$ cat src/rtl/link_align_pkg.sv
// Shared definitions for the link alignment supervisor: state encoding,
// power-on aligner configuration and small arithmetic helpers.
package link_align_pkg;

    typedef enum logic [2:0] {
        ST_IDLE     = 3'd0,
        ST_WAIT_PHY = 3'd1,
        ST_REALIGN  = 3'd2,
        ST_SEARCH   = 3'd3,
        ST_BACKOFF  = 3'd4,
        ST_LOCKED   = 3'd5,
        ST_FADE     = 3'd6,
        ST_GT_RESET = 3'd7
    } sup_state_e;

    localparam int TMR_W = 32;

    typedef struct packed {
        logic [5:0]  err_th;
        logic [7:0]  verify_cnt_max;
        logic [23:0] soft_loss_to;
        logic [23:0] hard_loss_to;
    } align_cfg_t;

    localparam align_cfg_t CFG_RST = '{
        err_th:         6'd4,
        verify_cnt_max: 8'd8,
        soft_loss_to:   24'd78125,
        hard_loss_to:   24'd312500
    };

    // A zero verify count would never confirm lock, and a hard timeout
    // shorter than the soft one would skip the degraded phase entirely.
    function automatic align_cfg_t sanitize_cfg(input align_cfg_t c);
        align_cfg_t r;
        r = c;
        if (c.verify_cnt_max == 8'd0)
            r.verify_cnt_max = 8'd1;
        if (c.hard_loss_to < c.soft_loss_to)
            r.hard_loss_to = c.soft_loss_to;
        return r;
    endfunction

    // Timer value that keeps a state resident for exactly n cycles.
    function automatic logic [TMR_W-1:0] dwell_load(input int unsigned n);
        return (n == 0) ? '0 : TMR_W'(n - 1);
    endfunction

    function automatic logic [TMR_W-1:0] backoff_load(input logic [TMR_W-1:0] base,
                                                      input logic [3:0] retry);
        logic [3:0]       sh;
        logic [TMR_W-1:0] len;
        sh  = (retry == 4'd0) ? 4'd0 : ((retry > 4'd8) ? 4'd7 : retry - 4'd1);
        len = base << sh;
        return (len == '0) ? '0 : len - TMR_W'(1);
    endfunction

endpackage

$ cat src/rtl/link_sup_timer.sv
// Loadable down-counter shared by all timed supervisor states; expired_o is
// high whenever the count has reached zero.
module link_sup_timer
    import link_align_pkg::*;
#(
    parameter int W = TMR_W
) (
    input  logic         clk,
    input  logic         rst_n,
    input  logic         load_i,
    input  logic [W-1:0] load_val_i,
    output logic         expired_o
);

    logic [W-1:0] cnt_q;

    always_ff @(posedge clk or negedge rst_n) begin
        if (!rst_n)
            cnt_q <= '0;
        else if (load_i)
            cnt_q <= load_val_i;
        else if (cnt_q != '0)
            cnt_q <= cnt_q - W'(1);
    end

    assign expired_o = (cnt_q == '0);

endmodule

$ cat src/rtl/link_align_supervisor.sv
// Supervises word alignment bring-up, retries with exponential backoff and
// transceiver RX reset escalation. Define LINK_SUP_STATS_EN for relock/fade counters.
module link_align_supervisor
    import link_align_pkg::*;
#(
    parameter int SEARCH_TIMEOUT  = 65536,
    parameter int MAX_RETRIES     = 8,
    parameter int REALIGN_HOLD    = 4,
    parameter int BACKOFF_BASE    = 256,
    parameter int GT_RESET_CYCLES = 64
) (
    input  logic        clk,
    input  logic        rst_n,
    input  logic        i_enable,
    input  logic        i_rx_reset_done,
    input  logic        i_rx_cdr_stable,
    input  logic        i_bit_locked,
    input  logic        i_bit_locked_soft,
    input  logic        i_force_realign,
    input  logic [5:0]  i_cfg_err_th,
    input  logic [7:0]  i_cfg_verify_cnt_max,
    input  logic [23:0] i_cfg_soft_loss_to,
    input  logic [23:0] i_cfg_hard_loss_to,
    output logic [5:0]  o_cfg_err_th,
    output logic [7:0]  o_cfg_verify_cnt_max,
    output logic [23:0] o_cfg_soft_loss_to,
    output logic [23:0] o_cfg_hard_loss_to,
    output logic        o_realign_req,
    output logic        o_gt_rx_reset,
    output logic        o_link_up,
    output logic        o_link_degraded,
    output logic [2:0]  o_state,
    output logic [3:0]  o_retry_cnt
`ifdef LINK_SUP_STATS_EN
   ,output logic [15:0] o_relock_cnt,
    output logic [15:0] o_fade_cnt
`endif
);

    localparam logic [TMR_W-1:0] LD_REALIGN = dwell_load(REALIGN_HOLD);
    localparam logic [TMR_W-1:0] LD_SEARCH  = dwell_load(SEARCH_TIMEOUT);
    localparam logic [TMR_W-1:0] LD_GT_RST  = dwell_load(GT_RESET_CYCLES);
    localparam logic [TMR_W-1:0] BO_BASE    = TMR_W'(BACKOFF_BASE);

    sup_state_e       state_q, state_d;
    logic [3:0]       retry_q, retry_d, retry_inc;
    align_cfg_t       cfg_q, cfg_d, cfg_req;
    logic             tmr_load, tmr_exp;
    logic [TMR_W-1:0] tmr_val;
    logic             phy_ok;

    assign phy_ok    = i_rx_reset_done && i_rx_cdr_stable;
    assign retry_inc = (retry_q == 4'hF) ? retry_q : retry_q + 4'd1;
    assign cfg_req   = '{err_th:         i_cfg_err_th,
                         verify_cnt_max: i_cfg_verify_cnt_max,
                         soft_loss_to:   i_cfg_soft_loss_to,
                         hard_loss_to:   i_cfg_hard_loss_to};

    always_comb begin
        state_d  = state_q;
        retry_d  = retry_q;
        tmr_load = 1'b0;
        tmr_val  = '0;

        if (!i_enable) begin
            state_d = ST_IDLE;
        end else if (!phy_ok && (state_q inside {ST_REALIGN, ST_SEARCH, ST_BACKOFF,
                                                 ST_LOCKED, ST_FADE})) begin
            state_d = ST_WAIT_PHY;
            retry_d = 4'd0;
        end else if (i_force_realign && (state_q inside {ST_SEARCH, ST_BACKOFF,
                                                         ST_LOCKED, ST_FADE})) begin
            state_d = ST_REALIGN;
        end else begin
            unique case (state_q)
                ST_IDLE:     state_d = ST_WAIT_PHY;
                ST_WAIT_PHY: if (phy_ok) state_d = ST_REALIGN;
                ST_REALIGN:  if (tmr_exp) state_d = ST_SEARCH;
                ST_SEARCH: begin
                    if (i_bit_locked) begin
                        state_d = ST_LOCKED;
                        retry_d = 4'd0;
                    end else if (tmr_exp) begin
                        retry_d = retry_inc;
                        state_d = (int'(retry_inc) >= MAX_RETRIES) ? ST_GT_RESET : ST_BACKOFF;
                    end
                end
                ST_BACKOFF:  if (tmr_exp) state_d = ST_REALIGN;
                ST_LOCKED: begin
                    if (!i_bit_locked)
                        state_d = i_bit_locked_soft ? ST_FADE : ST_SEARCH;
                end
                ST_FADE: begin
                    if (i_bit_locked)
                        state_d = ST_LOCKED;
                    else if (!i_bit_locked_soft)
                        state_d = ST_SEARCH;
                end
                ST_GT_RESET: begin
                    if (tmr_exp) begin
                        state_d = ST_WAIT_PHY;
                        retry_d = 4'd0;
                    end
                end
                default:     state_d = ST_IDLE;
            endcase
        end

        // Every entry into a timed state restarts the shared timer.
        if (state_d != state_q) begin
            unique case (state_d)
                ST_REALIGN:  begin tmr_load = 1'b1; tmr_val = LD_REALIGN; end
                ST_SEARCH:   begin tmr_load = 1'b1; tmr_val = LD_SEARCH;  end
                ST_BACKOFF:  begin tmr_load = 1'b1; tmr_val = backoff_load(BO_BASE, retry_d); end
                ST_GT_RESET: begin tmr_load = 1'b1; tmr_val = LD_GT_RST;  end
                default:     ;
            endcase
        end

        cfg_d = cfg_q;
        if (state_d == ST_REALIGN && state_q != ST_REALIGN)
            cfg_d = sanitize_cfg(cfg_req);
    end

    always_ff @(posedge clk or negedge rst_n) begin
        if (!rst_n) begin
            state_q <= ST_IDLE;
            retry_q <= 4'd0;
            cfg_q   <= CFG_RST;
        end else begin
            state_q <= state_d;
            retry_q <= retry_d;
            cfg_q   <= cfg_d;
        end
    end

    link_sup_timer #(.W(TMR_W)) u_timer (
        .clk        (clk),
        .rst_n      (rst_n),
        .load_i     (tmr_load),
        .load_val_i (tmr_val),
        .expired_o  (tmr_exp)
    );

    assign o_state              = state_q;
    assign o_retry_cnt          = retry_q;
    assign o_realign_req        = (state_q == ST_REALIGN);
    assign o_gt_rx_reset        = (state_q == ST_GT_RESET);
    assign o_link_up            = (state_q == ST_LOCKED);
    assign o_link_degraded      = (state_q == ST_FADE);
    assign o_cfg_err_th         = cfg_q.err_th;
    assign o_cfg_verify_cnt_max = cfg_q.verify_cnt_max;
    assign o_cfg_soft_loss_to   = cfg_q.soft_loss_to;
    assign o_cfg_hard_loss_to   = cfg_q.hard_loss_to;

`ifdef LINK_SUP_STATS_EN
    logic [15:0] relock_q, fade_q;

    always_ff @(posedge clk or negedge rst_n) begin
        if (!rst_n) begin
            relock_q <= 16'd0;
            fade_q   <= 16'd0;
        end else if (state_q == ST_IDLE) begin
            relock_q <= 16'd0;
            fade_q   <= 16'd0;
        end else begin
            if (state_q == ST_SEARCH && state_d == ST_LOCKED && relock_q != 16'hFFFF)
                relock_q <= relock_q + 16'd1;
            if (state_q == ST_LOCKED && state_d == ST_FADE && fade_q != 16'hFFFF)
                fade_q <= fade_q + 16'd1;
        end
    end

    assign o_relock_cnt = relock_q;
    assign o_fade_cnt   = fade_q;
`endif

endmodule

$ cat config.mk
export PLATFORM = sky130hd
export DESIGN_NAME = link_align_supervisor
export DESIGN_NICKNAME = d
export VERILOG_FILES = /design/src/rtl/link_align_pkg.sv /design/src/rtl/link_sup_timer.sv /design/src/rtl/link_align_supervisor.sv
export SDC_FILE = /design/constraint.sdc
export NUM_CORES = 1
export LEC_CHECK = 0
export ABC_AREA = 0
export CORE_AREA = 2 2 88 153
export CTS_CLUSTER_DIAMETER = 120
export DETAILED_ROUTE_END_ITERATION = 16
export DIE_AREA = 0 0 90 155
export DONT_BUFFER_PORTS = 1
export GPL_TIMING_DRIVEN = 0
export PLACE_DENSITY = 0.78
export SETUP_SLACK_MARGIN = 0.1
export SLEW_MARGIN = 20
export SYNTH_ARGS = -nofsm -noshare
export SYNTH_HDL_FRONTEND = slang
export SYNTH_HIERARCHICAL = 1
export SYNTH_SLANG_ARGS = --single-unit
$ cat constraint.sdc
create_clock -name clk -period 6.7 [get_ports clk]
set_input_delay 1.34 -clock clk [delete_from_list [all_inputs] [get_ports clk]]
set_output_delay 1.34 -clock clk [all_outputs]
set_load 0.02 [all_outputs]
==> results of run 1 <==
## synthesized netlist by cell type (18+ instances only)
master / instances / area share (%)
nand2_1: 119 / 6.5
dfrtp_1: 83 / 30
o21ai_0: 67 / 4.9
nor2_1: 54 / 3.0
a21oi_1: 44 / 3.2
inv_1: 41 / 2.3
a31oi_1: 32 / 2.9
ha_1: 31 / 5.7
nor3_1: 26 / 1.9
clkbuf_1: 24 / 1.3
xnor2_1: 22 / 2.8
dfstp_2: 18 / 6.9
## cells by family after synthesis
group	count (synthesis)
simple gates	304
compound gates	250
flops	101
buf+inv	91
fa+ha+maj	31
xor+xnor	25
mux	5
other cells	1
## worst max-delay path, delay by kind of cell (launching register included)
kind                     cells  cell delay (ns)
buffers and inverters        7             1.94
adder cells (fa/ha/maj)      2             0.57
AO/OA/AOI/OAI                4             0.67
AND/OR/NAND/NOR              8             2.42
flip-flops                   1             0.41
## power groups by stage
stage	Clock, µW	Sequential (µW)	Combinational [µW]
after detailed placement	0	1280	528
after global routing	567	1310	604
after global placement	0	1280	505
after floorplan	0	1210	432
after CTS	541	1280	531
final	537	1280	535
## sequential cells by signal, indices dropped and copies added (netlist names)
register,flops
u_timer/cnt_q,32
o_cfg_soft_loss_to,24
o_cfg_verify_cnt_max,8
o_retry_cnt,4
o_cfg_hard_loss_to,24
o_state,3
o_cfg_err_th,6
## area by class of cell
cell class                 count  area share [%]
buffer                        46            3.31
clock buffer                   9            3.06
clock inverter                 7            1.04
inverter                      45            2.29
multi-input combinational    622            52.8
sequential                   101            34.6
tap                          171            2.90
## worst paths after layout
check / start / endpoint / slack [ns] / cells past startpoint
worst min register to register: o_cfg_verify_cnt_max[3] / o_cfg_verify_cnt_max[3] / 0.52 / 2
min in group asynchronous: rst_n / o_state[2] / 0.68 / 0
max in group asynchronous: rst_n / o_cfg_hard_loss_to[2] / 5.78 / 0
worst min-delay path: o_cfg_verify_cnt_max[3] / o_cfg_verify_cnt_max[3] / 0.52 / 2
worst max register to register: u_timer/cnt_q[10] / u_timer/cnt_q[10] / 0.58 / 21
worst max-delay path: u_timer/cnt_q[10] / u_timer/cnt_q[10] / 0.58 / 21
## through the flow
| stage | cell area (µm²) | std cells |
|---|---|---|
| after floorplan | 6850 | 814 |
| after global routing | 7370 | 1001 |
| after detailed placement | 7060 | 985 |
| final | 7370 | 1001 |
| after global placement | 7060 | 985 |
| after CTS | 7370 | 1001 |
## per-layer routing
layer / share of wire, % / vias to the layer above
met4: 4.1 / 0
met3: 6.5 / 62
met2: 54 / 255
met5: 0 / -
met1: 35 / 2947
li1: - / 2958
==> results.toml, run 1 <==
[final_layout]
areaGrowthSynthToFinish_pct = 7.88
total_number_of_nets_in_the_final_design = 926
final_cell_mix = "nand2_1, dfrtp_1, o21ai_0, nor2_1, a21oi_1"
seqCellArea_um2 = 2550
final.fill_count = 1200
multi_input_gate_area_in_the_final_layout_um2 = 3890
postLayoutCoreUtil_pct = 57.5
diodes = 0
final_common_cell = "nand2_1"
ratio_of_cells_with_drive_above_1_in_the_final_layout_pct = 11.3

[cts]
h-tree-depth = 3
number_of_sinks_driven_by_the_clock_tree = 101
clockRootBuffer = "clkbuf_16"
cts_buffers = 9
clock_path_buffers = 2
post_cts_setup_driven_buffer_insertion_count = 0
tritoncts = "done"
insertion_delay_of_the_later_clocked_pin_in_the_worst_skew_pair_ns = 0.36
cts.clk_slew.worst_paths_ns = 0.08
hold_buffers = 0
cts-resized-gates = 0

[routing]
drt-pass1-iter-count = 5
wl_per_cell_um = 19.6
finalWirelength_um = 19600
antenna_violating_nets_post_route = 0
detail_routed_via_count_per_cell = 6.22
route.detailed.drc = 0
drt-initial-drc-count = 430
via_count_of_the_routed_design = 6222

[synthesis]
ys.warnings.count = 6
register_bit_total_from_synthesis = 101
yosysSeqAreaShare_pct = 37.3
synth-edff-count = 0
synth_top_flop_cell = "dfrtp_1"
synth.mux.area_fraction_pct = 0.788
synth.distinct_cells = 92
synth_async_reset_ratio_pct = 100
synth_compound_area_share_pct = 24.3
post_synth_fa_ha_maj_area_fraction_pct = 5.68
dominant_combinational_cell_family_by_area_after_synthesis = "compound AO/OA/AOI/OAI gates"
post_synth.cell_area_avg_um2 = 8.45
synth_area_um2 = 6830
syn-instance-count = 808
synth-xor-area-share_pct = 3.21
basic_gate_share_of_the_synthesized_area_counting_and_or_nand_and_nor_cells_pct = 22.6

[timing]
finalClockSkew_ns = 0.0120
whs_ns = 0.519
finalSetupViolCount = 0
grt_setup_unrepaired = "false"
setup_ws_ns = 0.581
max_slew.worst_pin.slew_ns = 0.923
clock.fmax_mhz = 163
timing.final.crit_share_pct = 91.3
maxSlewViolCount = 0
finalCriticalPeriod_ns = 6.12
setup_tns_final_ns = 0
maxSlewHeadroom_pct = 37.9
timing_hold_violations_final = 0

[global_routing]
grt_most_used_layer = "met2"
first_pass_grt_wire_length_um = 31600
grt-ovfl-total = 0
grt.met3_usage_pct = 6.78
met1_usage_pct = 28.6
maximum_number_of_pins_on_one_net_before_global_route_repair = 102
grt_pass1_vias = 6457
grt_antenna_before_repair = 0
globalRouteMet2Util_pct = 53.1
grt_use_total_pct = 28.2

[setup_path]
critPathSlowestCell = "nor3_4"
crit_path_max_fanout = 16
slowest_cell_delay_on_critical_path_ns = 0.56
crit_path_end_kind = "flop"
cp_data_arrival_time_ns = 6.38
crit_type = "flop to flop"
worst_setup_path_start_kind = "flop"
critical_path_required_ns = 6.96
timing.critical_path.cells = "nor3_1, nand3_1, nor3_4, buf_2, buf_2, nand2_1, or4_1, o221a_2, buf_6, ha_1, clkbuf_1, inv_1, nor2_1, o211ai_1, ha_1, inv_1, clkbuf_1, nand3_1, a32oi_1, nand2_1, o31ai_1"

[placed_design]
io_buffers = 0
pre_cts_slack_ns = 0.774
dpl.hpwl_um = 14700
globalplace.congestion = 0.941

[job]
cap_violations = 0

[pwr]
total_switching_power_uw = 972
ir_drop_mv = 0.172
p_int_uw = 1380
finalPower_uw = 2350
power_frac_clock_pct = 22.8
power.leakage_uw = 0.00307
share_comb_of_total_power_pct = 22.8
power_per_cell_area_nw_per_um2 = 319
power.share.sequential_pct = 54.4
sw_frac_of_total_pct = 41.4

[outcome]
outcome = "finished, final reports clean"

[floorplan]
io_pins = 143
core_um2 = 12800
dieWidth_um = 90
fp.dieH_um = 155
number_of_cell_rows = 55
die_area_um2 = 14000
start_util_pct = 53.3

[min_path]
worst_hold_path_type = "flop to flop"
Note: power is estimated with default switching activity, not from simulation.
==> run 2: changes to the inputs <==
Settings changed: GPL_ROUTABILITY_DRIVEN set to 0.
==> run 2 against run 1 <==
Effect of this change:
- sequential power about the same
- first-iteration DRC count grew 29%
- die area did not move
- sequential share of layout area shrank 0.10 points
- critical path depth rose by 2
- register-to-register slack improved by 0.04 ns
- fmax grew 0.73%
- critical path type unchanged
- largest cell class unchanged
==> results.toml, run 2 (synthesized netlist as in run 1, its figures left out) <==
[timing]
setup_ws_ns = 0.625
grt_setup_unrepaired = "false"
finalSetupViolCount = 0
clock.fmax_mhz = 165
maxSlewHeadroom_pct = 39.8
whs_ns = 0.520
timing_hold_violations_final = 0
max_slew.worst_pin.slew_ns = 0.895
timing.final.crit_share_pct = 90.7
finalCriticalPeriod_ns = 6.07
maxSlewViolCount = 0
setup_tns_final_ns = 0
finalClockSkew_ns = 0.0203

[routing]
via_count_of_the_routed_design = 6302
antenna_violating_nets_post_route = 0
finalWirelength_um = 19800
wl_per_cell_um = 19.8
detail_routed_via_count_per_cell = 6.30
route.detailed.drc = 0
drt-initial-drc-count = 554
drt-pass1-iter-count = 5

[setup_path]
worst_setup_path_start_kind = "flop"
crit_path_max_fanout = 16
worstSetupStartpoint = "u_timer/cnt_q[19]"
regToRegStartpoint = "u_timer/cnt_q[19]"
crit_type = "flop to flop"
cp_data_arrival_time_ns = 6.29
crit_path_end_kind = "flop"
critical_path_required_ns = 6.92

[final_layout]
largest_register_ff_count = 32
areaGrowthSynthToFinish_pct = 8.19
final_cell_mix = "nand2_1, dfrtp_1, o21ai_0, nor2_1, a21oi_1"
post-route-cell-area_um2 = 7390
final.fill_count = 1226
final_common_cell = "nand2_1"
total_number_of_nets_in_the_final_design = 926
diodes = 0
layoutNonFillerInstCount = 1001
ratio_of_cells_with_drive_above_1_in_the_final_layout_pct = 11.4
largest-register = "u_timer/cnt_q"

[cts]
clock_path_buffers = 2
clockRootBuffer = "clkbuf_16"
insertion_delay_of_the_later_clocked_pin_in_the_worst_skew_pair_ns = 0.36
cts-resized-gates = 0
hold_buffers = 0
cts_buffers = 9
tritoncts = "done"
number_of_sinks_driven_by_the_clock_tree = 101
h-tree-depth = 3
cts.clk_slew.worst_paths_ns = 0.09
post_cts_setup_driven_buffer_insertion_count = 0

[job]
cap_violations = 0

[placed_design]
io_buffers = 0
post_dp_cell_area_um2 = 7060
dpl.hpwl_um = 14800
dp.cells = 985
pre_cts_slack_ns = 0.738

[min_path]
min-delay-start = "o_cfg_verify_cnt_max[3]"
worst_hold_path_type = "flop to flop"

[floorplan]
die_area_um2 = 14000
start_util_pct = 53.3
number_of_cell_rows = 55
dieWidth_um = 90
io_pins = 143
core_um2 = 12800
fp.dieH_um = 155

[global_routing]
maximum_number_of_pins_on_one_net_before_global_route_repair = 102
grt-ovfl-total = 0
grt_antenna_before_repair = 0
grt_use_total_pct = 28.0
first_pass_grt_wire_length_um = 31400
grt_pass1_vias = 6417

[pwr]
power.leakage_uw = 0.00307
ir_drop_mv = 0.175
power_per_cell_area_nw_per_um2 = 319

[outcome]
outcome = "finished, final reports clean"
==> run 2: cell types whose count changed in the layout (fill, tap and decap cells not counted) <==
| cell | change |
|---|---|
| clkinv_8 | +3 |
| inv_8 | -3 |
| clkinv_4 | -1 |
| inv_6 | +1 |
| nor4_1 | -1 |
| nor4_2 | +1 |
==> run 2: area by class of cell <==
| class | instances | area, µm² | area share (%) |
|---|---|---|---|
| Multi-Input combinational cell | 622 | 3890 | 52.7 |
| Buffer | 46 | 244 | 3.30 |
| Clock buffer | 9 | 225 | 3.05 |
| Sequential cell | 101 | 2550 | 34.5 |
| Clock inverter | 7 | 91.3 | 1.24 |
| Inverter | 45 | 169 | 2.29 |
| Tap cell | 171 | 214 | 2.90 |
==> run 2: per-layer routing <==
layer,GRT usage (%),share of wire (%),vias to the layer above
li1,-,-,2957
met1,27.8,35,3029
met2,52.5,54,252
met3,7.12,6.4,64
met4,15.5,4.3,0
met5,0,0,-
==> run 2: critical path, stage by stage, from the launching register on <==
cell and delay [ns]:
dfrtp_1 0.42, nor3_1 0.54, nand4_2 0.28, nor3_4 0.55, buf_2 0.43, buf_2 0.29
nand2_1 0.06, or4_1 0.48, o221a_2 0.16, buf_6 0.15, ha_1 0.21, inv_1 0.19
o21ai_0 0.33, nand3_1 0.18, a21oi_1 0.14, inv_1 0.10, ha_1 0.20, nand2_1 0.08
a2111o_1 0.42, nand4_4 0.16, buf_6 0.17, nand2_1 0.11, a21oi_1 0.17, o41ai_1 0.09
==> run 2: worst paths after layout <==
kind	endpoint	slack [ns]	cells after the start
worst max-delay path	u_timer/cnt_q[3]	0.63	23
worst min-delay path	o_cfg_verify_cnt_max[3]	0.52	2
worst max register to register	u_timer/cnt_q[3]	0.63	23
worst min register to register	o_cfg_verify_cnt_max[3]	0.52	2
max in group asynchronous	o_cfg_hard_loss_to[4]	5.77	0
min in group asynchronous	o_cfg_soft_loss_to[11]	0.67	0
==> run 2: power by group <==
part	switching, µW	leakage, µW	internal, µW
sequential	404	0.00123	872
clock	279	0.000152	269
combinational	291	0.00169	240
==> run 2: per-stage QoR <==
stage / power, µW / utilization, %
2_1_floorplan: 1650 / -
3_3_place_gp: 1780 / 55.2
3_5_place_dp: 1810 / 55.2
4_1_cts: 2350 / 57.7
5_1_grt: 2470 / 57.7
6_report: 2350 / 57.7
==> run 3: changes to the inputs <==
Settings changed: GPL_TIMING_DRIVEN 0 to unset.
==> run 3 against run 2 <==
Effect of this change:
- count of clock-buffer cells in the layout is the same
- register-to-register slack gained 0.58 ns
- die area is the same
- non-clock buffer count shrank 35
- first-iteration DRC count shrank 20%
- fmax grew 10%
- power shrank 0.50%
==> results.toml, run 3 (synthesized netlist as in run 1, its figures left out) <==
[floorplan]
die_area_um2 = 14000
fp.dieH_um = 155
dieWidth_um = 90
start_util_pct = 53.3
io_pins = 143
core_um2 = 12800
number_of_cell_rows = 55

[timing]
max_slew.worst_pin.slew_ns = 0.983
timing_hold_violations_final = 0
finalCriticalPeriod_ns = 5.50
finalClockSkew_ns = 0.0159
maxSlewHeadroom_pct = 34.3
setup_tns_final_ns = 0
finalSetupViolCount = 0
grt_setup_unrepaired = "false"
maxSlewViolCount = 0
timing.final.crit_share_pct = 82.1
setup_ws_ns = 1.20
clock.fmax_mhz = 182

[cts]
number_of_sinks_driven_by_the_clock_tree = 101
h-tree-depth = 3
cts_buffers = 9
clock_path_buffers = 2
cts.clk_slew.worst_paths_ns = 0.08
tritoncts = "done"
clockRootBuffer = "clkbuf_16"
hold_buffers = 0
cts-resized-gates = 0
post_cts_setup_driven_buffer_insertion_count = 0
insertion_delay_of_the_later_clocked_pin_in_the_worst_skew_pair_ns = 0.36

[global_routing]
first_pass_grt_wire_length_um = 29200
grt_pass1_vias = 6094
maximum_number_of_pins_on_one_net_before_global_route_repair = 102
grt_antenna_before_repair = 0
grt_use_total_pct = 25.8
grt-ovfl-total = 0

[final_layout]
largest-register = "u_timer/cnt_q"
final_common_cell = "nand2_1"
largest_register_ff_count = 32
diodes = 0
ratio_of_cells_with_drive_above_1_in_the_final_layout_pct = 10.9
post-route-cell-area_um2 = 7240
postLayoutCoreUtil_pct = 56.6
areaGrowthSynthToFinish_pct = 6.05
total_number_of_nets_in_the_final_design = 891
final.fill_count = 1224
final_cell_mix = "nand2_1, dfrtp_1, o21ai_0, nor2_1, a21oi_1"

[placed_design]
io_buffers = 0
dpl.hpwl_um = 13200
post_dp_cell_area_um2 = 6920
pre_cts_slack_ns = 1.36

[setup_path]
crit_path_max_fanout = 21
timing.reg2reg.worst_path_depth = 20
worst_setup_path_start_kind = "flop"
crit_type = "flop to flop"
critical_path_required_ns = 6.94
crit_path_end_kind = "flop"
cp_data_arrival_time_ns = 5.74
worst-r2r-setup-slack_ns = 1.20

[routing]
antenna_violating_nets_post_route = 0
via_count_of_the_routed_design = 6102
drt-pass1-iter-count = 5
detail_routed_via_count_per_cell = 6.32
route.detailed.drc = 0
finalWirelength_um = 18300
wl_per_cell_um = 19.0
drt-initial-drc-count = 444

[job]
cap_violations = 0

[pwr]
ir_drop_mv = 0.228
power.leakage_uw = 0.00300
finalPower_uw = 2340
power_per_cell_area_nw_per_um2 = 324

[min_path]
hold_depth = 1
worst_hold_path_type = "flop to flop"

[outcome]
outcome = "finished, final reports clean"
run 3: worst paths after layout:
path / start / end
setup / recovery: u_timer/cnt_q[14] / u_timer/cnt_q[14]
hold / removal: u_timer/cnt_q[9] / u_timer/cnt_q[9]
setup reg to reg: u_timer/cnt_q[14] / u_timer/cnt_q[14]
hold reg to reg: u_timer/cnt_q[9] / u_timer/cnt_q[9]
max in group asynchronous: rst_n / o_cfg_hard_loss_to[5]
min in group asynchronous: rst_n / u_timer/cnt_q[4]
run 3: layout make-up:
| class | instances | area [µm²] | share of cell area [%] |
|---|---|---|---|
| clock inverters | 7 | 86.3 | 1.19 |
| multi-input cells | 622 | 3910 | 54.1 |
| inverters | 45 | 169 | 2.33 |
| clock buffers | 9 | 225 | 3.11 |
| flip-flops and latches | 101 | 2550 | 35.2 |
| well taps | 171 | 214 | 2.95 |
| repair buffers | 11 | 82.6 | 1.14 |
run 3: worst max-delay path, cell delays in order, from the launching register on:
cell      delay (ns)
dfrtp_1         0.43
nor3_1          0.48
nand3_1         0.32
nor3_4          0.55
buf_4           0.38
nand3_1         0.11
a21boi_0        0.17
o221a_2         0.37
ha_1            0.45
inv_1           0.21
o21ai_0         0.28
nand3_1         0.13
a21oi_1         0.22
inv_1           0.09
ha_1            0.20
inv_1           0.30
nor3_1          0.09
nor4b_1         0.39
a221oi_2        0.05
nand2_1         0.08
o21ai_0         0.07
run 3: power by group:
group	switching [µW]	leakage, µW	internal (µW)
sequential	409	0.00123	872
clock	272	0.000151	268
combinational	287	0.00162	236
total	967	0.00300	1380
run 3: through the flow:
step / cells / hold slack, ns
final: 966 / 0.523
after global routing: 966 / 0.536
after CTS: 966 / 0.526
after detailed placement: 950 / 0.517
after global placement: 950 / 0.505
after floorplan: 814 / 0.483
run 3: metal layers:
| layer | vias up | share of wire, % | global-route usage [%] |
|---|---|---|---|
| li1 | 2895 | - | - |
| met1 | 2913 | 35 | 25.9 |
| met2 | 232 | 54 | 47.2 |
| met3 | 62 | 6.7 | 7.26 |
| met4 | 0 | 4.9 | 15.0 |
| met5 | - | 0 | 0 |
